<file path="src/rtl/ddr_chk_pkg.sv">
`default_nettype none
// ============================================================================
//  Module   : ddr_chk_pkg
//  Brief    : Shared types and constants for the DDR read-back pattern checker.
//  Revision : 1.0 - initial release
// ============================================================================
package ddr_chk_pkg;

    typedef enum logic [1:0] {
        MODE_ROW  = 2'd0,
        MODE_INC  = 2'd1,
        MODE_LFSR = 2'd2,
        MODE_WALK = 2'd3
    } mode_e;

    typedef enum logic [1:0] {
        IDLE = 2'd0,
        RUN  = 2'd1,
        DONE = 2'd2
    } state_e;

    // Galois right-shift feedback masks for maximal-length sequences
    localparam logic [15:0] c_lfsr_taps_16 = 16'hB400;
    localparam logic [31:0] c_lfsr_taps_32 = 32'h8020_0003;

    // Index width that never collapses to zero bits
    function automatic int idx_w(input int n);
        return (n > 1) ? $clog2(n) : 1;
    endfunction

endpackage
`default_nettype wire

</file>
<file path="src/rtl/ddr_chk_pattern_gen.sv">
`default_nettype none
// ============================================================================
//  Module   : ddr_chk_pattern_gen
//  Brief    : Beat/line/address counters, LFSR and expected-word selection.
//  Revision : 1.0 - initial release
// ============================================================================
module ddr_chk_pattern_gen
    import ddr_chk_pkg::*;
#(
    parameter int          DATA_W          = 16,
    parameter int          BEATS_PER_LINE  = 64,
    parameter int          LINES_PER_FRAME = 480,
    parameter logic [15:0] LFSR_SEED       = 16'hACE1,
    parameter int          LINE_W          = idx_w(LINES_PER_FRAME),
    parameter int          BEAT_W          = idx_w(BEATS_PER_LINE)
)(
    input  logic              clk,
    input  logic              rst,
    input  logic              advance,
    input  logic              reload,
    input  mode_e             mode,
    output logic [DATA_W-1:0] exp_word,
    output logic [LINE_W-1:0] line_idx,
    output logic [BEAT_W-1:0] beat_idx,
    output logic              frame_wrap
);

    localparam logic [DATA_W-1:0] c_taps = (DATA_W == 32) ? DATA_W'(c_lfsr_taps_32)
                                                          : DATA_W'(c_lfsr_taps_16);
    localparam logic [DATA_W-1:0] c_seed = DATA_W'(LFSR_SEED);

    logic [BEAT_W-1:0] r_beat;
    logic [LINE_W-1:0] r_line;
    logic [DATA_W-1:0] r_addr;
    logic [DATA_W-1:0] r_lfsr;

    logic              w_last_beat;
    logic              w_last_line;
    logic [DATA_W-1:0] w_lfsr_nxt;
    logic [31:0]       w_walk_sh;

    assign w_last_beat = (r_beat == BEAT_W'(BEATS_PER_LINE - 1));
    assign w_last_line = (r_line == LINE_W'(LINES_PER_FRAME - 1));
    assign frame_wrap  = advance && w_last_beat && w_last_line;
    assign w_lfsr_nxt  = {1'b0, r_lfsr[DATA_W-1:1]} ^ (r_lfsr[0] ? c_taps : '0);
    assign w_walk_sh   = 32'(r_beat) % 32'(DATA_W);

    always_ff @(posedge clk) begin
        if (rst || reload) begin
            r_beat <= '0;
            r_line <= '0;
            r_addr <= '0;
            r_lfsr <= c_seed;
        end else if (advance) begin
            if (w_last_beat) begin
                r_beat <= '0;
                r_line <= w_last_line ? '0 : r_line + LINE_W'(1);
            end else begin
                r_beat <= r_beat + BEAT_W'(1);
            end
            // Address and LFSR restart so every frame carries the same pattern
            if (frame_wrap) begin
                r_addr <= '0;
                r_lfsr <= c_seed;
            end else begin
                r_addr <= r_addr + DATA_W'(1);
                r_lfsr <= w_lfsr_nxt;
            end
        end
    end

    always_comb begin
        exp_word = '0;
        case (mode)
            MODE_ROW:  exp_word = DATA_W'(r_line);
            MODE_INC:  exp_word = r_addr;
            MODE_LFSR: exp_word = r_lfsr;
            MODE_WALK: exp_word = DATA_W'(1) << w_walk_sh;
            default:   exp_word = '0;
        endcase
    end

    assign line_idx = r_line;
    assign beat_idx = r_beat;

endmodule
`default_nettype wire

</file>
<file path="config.mk">
export PLATFORM = sky130hd
export DESIGN_NAME = ddr_chk_pattern_gen
export DESIGN_NICKNAME = d
export VERILOG_FILES = /design/src/rtl/ddr_chk_pkg.sv /design/src/rtl/ddr_chk_pattern_gen.sv
export SDC_FILE = /design/constraint.sdc
export NUM_CORES = 1
export LEC_CHECK = 0
export CAP_MARGIN = 20
export CORE_ASPECT_RATIO = 0.75
export CORE_MARGIN = 4
export CORE_UTILIZATION = 28
export CTS_BUF_LIST = sky130_fd_sc_hd__clkbuf_2 sky130_fd_sc_hd__clkbuf_4 sky130_fd_sc_hd__clkbuf_8
export CTS_CLUSTER_DIAMETER = 120
export CTS_CLUSTER_SIZE = 8
export DETAILED_ROUTE_END_ITERATION = 8
export PLACE_DENSITY = 0.53
export SYNTH_ARGS = -nofsm -noshare
export SYNTH_HDL_FRONTEND = slang
export SYNTH_SLANG_ARGS = --single-unit
</file>
<file path="constraint.sdc">
create_clock -name clk -period 2.66 [get_ports clk]
set_input_delay 0.532 -clock clk [delete_from_list [all_inputs] [get_ports clk]]
set_output_delay 0.532 -clock clk [all_outputs]
set_load 0.02 [all_outputs]
</file>
# --- Word level (Yosys, flattened, before mapping) ---
# Cells that the tools add are included.
word_totals:
  out_inout_bits: 32
  register_bits: 47
  n_memories: 0
  latch_bits: 0
  inputBits: 6
  wordCells: 25
  mem_bits_rw: 0
  romBits: 0
classes:
  mul: 0
  bitwise_logic: 1
  eq_ne: 5
  n_addsub: 3
  reduce_logical: 5
  muxes: 6
  shift: 1
  n_lt_le_gt_ge: 0
  div_mod_pow: 0
op_table:
  columns: ["cell", "count"]
  rows:
  - ["16-bit case mux with 4 select lines", 1]
  - ["16-bit 2-to-1 mux", 3]
  - ["16-bit by 1-bit adder with 16-bit output (second input constant)", 1]
  - ["1-bit by 4-bit left shift with 16-bit output (first input constant)", 1]
  - ["15-bit by 16-bit bitwise XOR with 16-bit output", 1]
  - ["9-bit by 1-bit adder with 9-bit output (second input constant)", 1]
  - ["9-bit == test (second input constant)", 1]
  - ["9-bit 2-to-1 mux", 1]
  - ["6-bit by 1-bit adder with 6-bit output (second input constant)", 1]
  - ["6-bit == test (second input constant)", 1]
  - ["6-bit 2-to-1 mux", 1]
  - ["2-bit == test (second input constant)", 2]
  - ["2-bit by 1-bit == test with 1-bit output (second input constant)", 1]
  - ["1-bit logical AND", 2]
  - ["2-bit logical NOT", 1]
  - ["2-bit AND reduction", 1]
  - ["1-bit logical OR", 1]

# --- Logic depth before layout (Yosys ltp) ---
# Gate-level depths: netlist (run 1).
depth:
  ltp_word: 4
  ltp_mapped: 7
  depth_no_buf: 6

# --- Least setup slack after synthesis (run 1) ---
# OpenSTA, ideal clock, no wires.
synth_path:
  path_type: "register to output"
  startpoint: "reg r_beat[0] (netlist: beat_idx[0])"
  endpoint: "out frame_wrap"
  arrival_time_ns: 1.690
  path_slack_ns: 0.438
  t_required_ns: 2.128
  stages_incl_launch_ff: 5
  n_path_buf: 0
  path_cell_list: "dfxtp_1 -> ha_1 -> nand3_4 -> or4_4 -> inv_1"
synth_via:
  elab_chain_len: 3
synth_lines:
  columns: ["item", "line", "text"]
  rows:
  - ["start, declared", "ddr_chk_pattern_gen.sv:32", "logic [BEAT_W-1:0] r_beat;"]
  - ["start signal, assigned", "ddr_chk_pattern_gen.sv:59", "r_beat <= r_beat + BEAT_W'(1);"]
  - ["6-bit == test", "ddr_chk_pattern_gen.sv:42", "assign w_last_beat = (r_beat == BEAT_W'(BEATS_PER_LINE - 1));"]
  - ["1-bit logical AND (2 in series)", "ddr_chk_pattern_gen.sv:44", "assign frame_wrap = advance && w_last_beat && w_last_line;"]
  - ["end, declared", "ddr_chk_pattern_gen.sv:25", "output logic frame_wrap"]
# No other way between the ends.

# --- Worst setup path in the final report (run 1) ---
layout_path:
  startpoint: "in mode[0]"
  endpoint: "out exp_word[3]"
layout_via:
  elab_chain_len: 2
  elab_cells_between_ends: 5
  classes_between: "eq/ne (3); mux (1); reduce/logical (1)"
layout_lines:
  columns: ["item", "line", "text"]
  rows:
  - ["start, declared", "ddr_chk_pattern_gen.sv:21", "input mode_e mode,"]
  - ["2-bit == test, or another cell as far along", "ddr_chk_pattern_gen.sv:74", "case (mode)"]
  - ["16-bit case mux with 4 select lines (*)", "ddr_chk_pattern_gen.sv:74", null]
  - ["end, declared", "ddr_chk_pattern_gen.sv:22", "output logic [DATA_W-1:0] exp_word,"]
# Every way passes the cells marked *; elsewhere a longest branch is shown, timed or not.

==> results of run 1 <==
==> repair_timing <==
item,4_1_cts,5_1_grt
resized for setup,27,12
endpoints found under the setup margin,17,11
pin swaps,0,0
==> area by class of cell <==
cell class,count,area share [%]
Clock buffer,6,2.47
Clock inverter,1,0.149
Inverter,18,2.02
Multi-Input combinational cell,240,45.1
Sequential cell,47,28.1
Tap cell,128,4.78
Timing Repair Buffer,69,17.4
==> power by group <==
group          internal, W  switching [W]  total (W)
clock             0.000205       0.000242   0.000446
combinational    0.0000637      0.0000932   0.000157
sequential        0.000712     0.00000997   0.000722
total             0.000980       0.000345    0.00132
==> cell usage after synthesis (2+ instances only) <==
cell	instances
sky130_fd_sc_hd__nand3_1	16
sky130_fd_sc_hd__xnor2_1	22
sky130_fd_sc_hd__nand4_1	11
sky130_fd_sc_hd__a22o_1	4
sky130_fd_sc_hd__clkbuf_1	9
sky130_fd_sc_hd__nand2_1	33
sky130_fd_sc_hd__and4_1	2
sky130_fd_sc_hd__dfxtp_1	47
sky130_fd_sc_hd__nor2b_1	3
sky130_fd_sc_hd__xor2_1	3
sky130_fd_sc_hd__nand2b_1	11
sky130_fd_sc_hd__a21oi_1	23
sky130_fd_sc_hd__nand3b_1	2
sky130_fd_sc_hd__nor2_1	37
sky130_fd_sc_hd__o2bb2ai_1	3
sky130_fd_sc_hd__or2_2	2
sky130_fd_sc_hd__a22oi_1	2
sky130_fd_sc_hd__and3_1	2
sky130_fd_sc_hd__buf_6	4
sky130_fd_sc_hd__inv_1	18
sky130_fd_sc_hd__nor3_1	8
sky130_fd_sc_hd__nor4_1	7
sky130_fd_sc_hd__mux2i_1	6
sky130_fd_sc_hd__ha_1	8
sky130_fd_sc_hd__o22ai_1	2
sky130_fd_sc_hd__mux4_2	2
sky130_fd_sc_hd__o21ai_0	20
==> through the flow <==
stage	power (W)	util [%]	setup TNS, ns	instances
final	0.00132	37.0	0	509
after global routing	0.00138	37.0	0	509
after CTS	0.00134	37.1	0	509
after detailed placement	0.000904	36.1	-6.02	502
after global placement	0.000902	36.1	-5.35	502
after floorplan	0.000832	-	0	321
==> critical path, cell delays in order <==
cell	delay, ns
sky130_fd_sc_hd__clkdlybuf4s50_1	0.44
sky130_fd_sc_hd__buf_4	0.17
sky130_fd_sc_hd__inv_2	0.11
sky130_fd_sc_hd__mux4_2	0.52
sky130_fd_sc_hd__clkdlybuf4s15_1	0.30
==> worst paths after layout <==
kind | startpoint | to | slack (ns) | cells past startpoint
worst max-delay path | mode[0] | exp_word[3] | 0.05 | 5
worst min-delay path | r_lfsr[4] | r_lfsr[4] | 0.50 | 2
worst max register to register | beat_idx[1] | r_addr[0] | 0.74 | 6
worst min register to register | r_lfsr[4] | r_lfsr[4] | 0.50 | 2
==> logic make-up (layout without fill, tap and decap cells) <==
family	after synthesis	after routing	synth area share [%]
muxes	8	8	4.05
buffers and inverters	34	94	6.27
xor gates and xnor gates	25	25	8.45
adders and majority gates	8	8	3.86
AOI/OAI and AO/OA	58	58	13.2
DFF	47	47	36.3
and+or+nand+nor	141	141	27.9
==> layer usage <==
layer / vias up / routed length, um / share of wire [%] / global-route usage (%)
li1: 1231 / - / - / -
met1: 1171 / 3800 / 50 / 19.9
met2: 42 / 3430 / 45 / 21.2
met3: 5 / 311 / 4.1 / 3.05
met4: 0 / 47 / 0.62 / 3.18
met5: - / 0 / 0 / 0
==> flip-flops by register name, indices dropped and copies added (netlist names) <==
name,count
beat_idx,6
r_addr,16
line_idx,9
r_lfsr,16
==> flow_metrics.py, run 1 <==
metrics = {
    "clock_network": {
        "clock_tree.htree_level_count": 2,
        "post_cts_buffers": 0,
        "clk-insertion-delay-late_ns": 0.30,
        "tritoncts": "done",
        "cts_max_path_buffers": 2,
        "cts_num_sinks": 47,
        "clkSlewWorstSetupHoldPaths_ns": 0.09,
        "cts_root_buffer_type": "sky130_fd_sc_hd__clkbuf_8",
        "postCtsHoldBufs": 0,
        "cts_buf_count": 5,
    },
    "sta": {
        "finClkSkew_ns": 0.00923,
        "finalHoldWorstSlack_ns": 0.504,
        "max_clock_freq_mhz": 383,
        "finalHoldViolations": 0,
        "unrepaired_setup_endpoints_after_global_routing": "false",
        "worstMarginPinSlew_ns": 0.516,
        "final_period_minus_worst_setup_slack_ns": 2.61,
        "finalSetupViolations": 0,
        "timing_max_transition_violations_final": 0,
        "maxSlewHeadroom_pct": 65.4,
        "fin_crit_sh_pct": 98.2,
        "postLayoutSetupSlackWorst_ns": 0.0485,
    },
    "drt": {
        "num_vias": 2449,
        "drt_iter0_drc": 167,
        "drc": 0,
        "routed_wl_um": 7580,
        "antenna_left": 0,
        "via_cell_ratio": 4.81,
        "first_pass_iters": 5,
        "wl_per_instance_um": 14.9,
    },
    "cells_and_area": {
        "areaGrowthSynthToFinish_pct": 29.2,
        "finish.instance_area_um2": 3350,
        "layout.filler_cells": 949,
        "post_route_cells_drive_above_1_share_pct": 16.0,
        "mostFrequentLayoutCells": "sky130_fd_sc_hd__dfxtp_1, sky130_fd_sc_hd__nor2_1, sky130_fd_sc_hd__nand2_1",
        "multiInputGateArea_um2": 1510,
        "area_of_all_sequential_standard_cells_um2": 941,
        "layout.nets": 395,
        "diodes": 0,
        "layout_commonest_cell": "sky130_fd_sc_hd__dfxtp_1",
    },
    "placed_design": {
        "hpwlAfterDp_um": 5890,
        "placedInstanceArea_um2": 3270,
        "port-buffer-count": 37,
        "finalWeightedCongestion": 0.825,
        "detailedPlace.worstSlack_ns": -0.437,
    },
    "synth": {
        "synth_flop_cell": "sky130_fd_sc_hd__dfxtp_1",
        "yosys.cell_types.count": 41,
        "synth_top_area_cell": "sky130_fd_sc_hd__dfxtp_1",
        "synth-warning-count": 0,
        "synth-seq-area-share_pct": 36.3,
        "syn-instance-count": 321,
        "ys_async_sr_fraction_pct": 0,
        "mappedNetlistNets": 335,
        "synth-seq-cells": 47,
        "synth_area_um2": 2590,
        "number_of_enable_flip_flop_cells_after_synthesis": 0,
        "post-synth-top-area-fraction_pct": 36.3,
        "syn_area_per_cell_um2": 8.08,
        "netlist_top_cells_area": "sky130_fd_sc_hd__dfxtp_1, sky130_fd_sc_hd__xnor2_1, sky130_fd_sc_hd__nor2_1, sky130_fd_sc_hd__nand2_1, sky130_fd_sc_hd__a21oi_1",
    },
    "critical_path": {
        "crit_type": "in -> out",
        "setup.worst_path.end_class": "output pin",
        "required_ns": 2.13,
        "crit_path_max_fanout": 6,
        "worstPathArrival_ns": 2.08,
        "setup.worst_path.start_class": "primary input",
    },
    "job": {
        "max-cap-violations": 0,
    },
    "floorplan": {
        "core_area_um2": 9050,
        "design.die.area_um2": 10900,
        "fp-row-count": 30,
        "die-height_um": 91.3,
        "chipWidth_um": 119,
        "initial_utilization_pct": 28.7,
        "io_pins": 38,
    },
    "run_status": {
        "status": "finished clean",
    },
    "power": {
        "power.leakage_nw": 1.22,
        "ir_drop_uv": 155,
        "power.density_cell_area_nw_per_um2": 395,
    },
    "global_routing": {
        "globalRoute.totalOverflow": 0,
        "grt_pass1_wl_um": 11900,
        "antenna_found_initial": 0,
        "grt_use_total_pct": 13.9,
        "first_global_vias": 2183,
        "grt_max_degree": 46,
    },
    "min_path": {
        "hold_path.class": "reg -> reg",
    },
}
Note: power is estimated with default switching activity, not from simulation.
==> run 2, diff against run 1 <==
--- a/config.mk
+++ b/config.mk
@@ -14,6 +14,7 @@
 export CTS_CLUSTER_SIZE = 8
 export DETAILED_ROUTE_END_ITERATION = 8
 export PLACE_DENSITY = 0.53
+export REMOVE_ABC_BUFFERS = 1
 export SYNTH_ARGS = -nofsm -noshare
 export SYNTH_HDL_FRONTEND = slang
 export SYNTH_SLANG_ARGS = --single-unit
==> run 2 against run 1 <==
Sequential share of layout area grew 0.058 points. Design area is essentially flat. Critical path type is now reg -> out. Cell count shrank 0.59%. Critical path depth is the same. Largest power group unchanged. Worst hold slack gained 0.0064 ns. Die area is the same. Power shrank 0.96%. Clock skew shrank 0.0055 ns.
==> flow_metrics.py, run 2 (same netlist as run 1, synthesis figures left out) <==
metrics = {
    "min_path": {
        "hold_path.startpoint": "r_lfsr[9]",
        "min_delay_worst_endpoint": "r_lfsr[9]",
        "hold_path.class": "reg -> reg",
        "worstHoldPathCells": 2,
    },
    "critical_path": {
        "crit_path_max_fanout": 5,
        "r2r_end": "r_addr[0]",
        "worstPathArrival_ns": 2.03,
        "cpMaxStageDelayCell": "sky130_fd_sc_hd__mux4_2",
        "regToRegSetupSlack_ns": 0.76,
        "crit_chain": "ha_2, ha_1, nor2b_1, mux4_2, dlygate4sd2_1",
        "crit_path_max_incr_delay_ns": 0.48,
        "required_ns": 2.13,
        "worstPathBufferInverterCount": 1,
        "cp_top_family": "multiplexers",
        "setup.worst_path.end_class": "output pin",
        "r2r_path_start": "beat_idx[0]",
        "worstRegToRegCells": 6,
        "crit_type": "reg -> out",
        "worst-path-stages": 5,
        "setup.worst_path.start_class": "register",
    },
    "cells_and_area": {
        "multiInputGateArea_um2": 1510,
        "layout.filler_cells": 947,
        "area_of_all_sequential_standard_cells_um2": 942,
        "layout.nets": 392,
        "layout.core_utilization_pct": 37.0,
        "diodes": 0,
        "layout_commonest_cell": "sky130_fd_sc_hd__dfxtp_1",
        "areaGrowthSynthToFinish_pct": 29.1,
        "post_route_cells_drive_above_1_share_pct": 14.3,
        "mostFrequentLayoutCells": "sky130_fd_sc_hd__dfxtp_1, sky130_fd_sc_hd__nor2_1, sky130_fd_sc_hd__nand2_1",
    },
    "sta": {
        "fin_crit_sh_pct": 96.2,
        "final_period_minus_worst_setup_slack_ns": 2.56,
        "worstMarginPinSlew_ns": 0.548,
        "finClkSkew_ns": 0.00371,
        "finalSetupViolations": 0,
        "timing_max_transition_violations_final": 0,
        "postLayoutSetupSlackWorst_ns": 0.101,
        "unrepaired_setup_endpoints_after_global_routing": "false",
        "max_clock_freq_mhz": 391,
        "timing.setup.tns_ns": 0,
        "finalHoldWorstSlack_ns": 0.510,
        "maxSlewHeadroom_pct": 63.3,
        "finalHoldViolations": 0,
    },
    "power": {
        "power.leakage_nw": 1.23,
        "internal_power_w": 0.000978,
        "power.switching_w": 0.000333,
        "power_switching_share_pct": 25.4,
        "power.density_cell_area_nw_per_um2": 392,
        "comb_power_share_pct": 11.8,
        "power.share.clock_pct": 33.2,
        "seq_power_share_pct": 55.0,
        "ir_drop_uv": 199,
    },
    "drt": {
        "wl_per_instance_um": 15.2,
        "first_pass_iters": 5,
        "via_cell_ratio": 4.84,
        "drc": 0,
        "num_vias": 2450,
        "antenna_left": 0,
        "routed_wl_um": 7680,
        "drt_iter0_drc": 198,
    },
    "global_routing": {
        "grt_use_total_pct": 14.3,
        "globalRoute.totalOverflow": 0,
        "grt_pass1_wl_um": 12300,
        "grt_max_degree": 46,
        "first_global_vias": 2319,
        "antenna_found_initial": 0,
    },
    "placed_design": {
        "finalWeightedCongestion": 0.865,
        "port-buffer-count": 37,
        "hpwlAfterDp_um": 5970,
        "detailedPlace.worstSlack_ns": -0.324,
    },
    "floorplan": {
        "core_area_um2": 9050,
        "chipWidth_um": 119,
        "io_pins": 38,
        "design.die.area_um2": 10900,
        "fp-row-count": 30,
        "die-height_um": 91.3,
        "initial_utilization_pct": 28.7,
    },
    "clock_network": {
        "cts_max_path_buffers": 2,
        "cts_buf_count": 5,
        "clkSlewWorstSetupHoldPaths_ns": 0.08,
        "cts_num_sinks": 47,
        "clock_tree.htree_level_count": 2,
        "tritoncts": "done",
        "cts_root_buffer_type": "sky130_fd_sc_hd__clkbuf_8",
        "clk-insertion-delay-late_ns": 0.30,
    },
    "job": {
        "max-cap-violations": 0,
    },
    "run_status": {
        "status": "finished clean",
    },
}
[run 2: changes by cell type in the layout (fill, tap and decap cells not counted), moves of 3 or more]
| cell | previous run | this run |
|---|---|---|
| sky130_fd_sc_hd__buf_4 | 32 | 28 |
| sky130_fd_sc_hd__clkbuf_2 | 4 | 0 |
| sky130_fd_sc_hd__dlygate4sd2_1 | 10 | 14 |
| sky130_fd_sc_hd__ha_1 | 4 | 7 |
| sky130_fd_sc_hd__ha_2 | 4 | 1 |
[run 2: worst max-delay path by stage]
stage / from / to / slack, ns
after detailed placement: advance / frame_wrap / -0.32
after global routing: beat_idx[0] / exp_word[3] / 0.05
after global placement: advance / frame_wrap / -0.34
after floorplan: beat_idx[0] / frame_wrap / 0.35
after CTS: mode[1] / exp_word[9] / -0.01
final: beat_idx[0] / exp_word[3] / 0.10
[run 2: repair_timing]
item / CTS / global route
hold buffers: 0 / 0
gates resized for setup: 27 / 7
pin swaps: 1 / 1
buffers inserted: 0 / 0
endpoints found under the setup margin: 17 / 9
[run 2: metrics by stage]
stage | instances | area (um^2) | power, W
5_1_grt | 506 | 3350 | 0.00137
3_3_place_gp | 499 | 3250 | 0.000900
2_1_floorplan | 305 | 2500 | 0.000814
3_5_place_dp | 499 | 3250 | 0.000901
4_1_cts | 506 | 3330 | 0.00133
6_report | 506 | 3350 | 0.00131
[run 2: per-layer routing]
layer	GRT usage, %	wire length, um	vias up	share of wire [%]
li1	-	-	1214	-
met1	19.4	3540	1157	46
met2	22.5	3560	69	46
met3	3.36	451	10	5.9
met4	4.53	130	0	1.7
met5	0	0	-	0
[run 2: layout make-up]
cell class | instances | share of cell area (%)
tap | 128 | 4.79
sequential | 47 | 28.1
inverter | 18 | 2.02
clock inverter | 1 | 0.150
multi-input combinational | 240 | 45.0
timing repair buffer | 66 | 17.4
clock buffer | 6 | 2.47
[run 2: tightest hold or removal path: stages, from the launching register on]
cell,delay [ns]
sky130_fd_sc_hd__dfxtp_1,0.34
sky130_fd_sc_hd__nand2b_1,0.07
sky130_fd_sc_hd__a21oi_1,0.06
[run 2: power by group through the flow]
stage                     Clock (W)  Sequential, W  Combinational, W
final                      0.000435       0.000721          0.000155
after global routing       0.000478       0.000722          0.000170
after CTS                  0.000450       0.000721          0.000156
after detailed placement          0       0.000738          0.000163
after global placement            0       0.000738          0.000163
after floorplan                   0       0.000736         0.0000778
==> run 3, diff against run 2 <==
--- a/config.mk
+++ b/config.mk
@@ -10,9 +10,11 @@
 export CORE_MARGIN = 4
 export CORE_UTILIZATION = 28
 export CTS_BUF_LIST = sky130_fd_sc_hd__clkbuf_2 sky130_fd_sc_hd__clkbuf_4 sky130_fd_sc_hd__clkbuf_8
-export CTS_CLUSTER_DIAMETER = 120
+export CTS_CLUSTER_DIAMETER = 150
 export CTS_CLUSTER_SIZE = 8
 export DETAILED_ROUTE_END_ITERATION = 8
+export GPL_ROUTABILITY_DRIVEN = 0
+export HOLD_SLACK_MARGIN = 0.06
 export PLACE_DENSITY = 0.53
 export REMOVE_ABC_BUFFERS = 1
 export SYNTH_ARGS = -nofsm -noshare
==> results of run 3 <==
No change in the layout: final DEF, timing and power equal those of run 2.
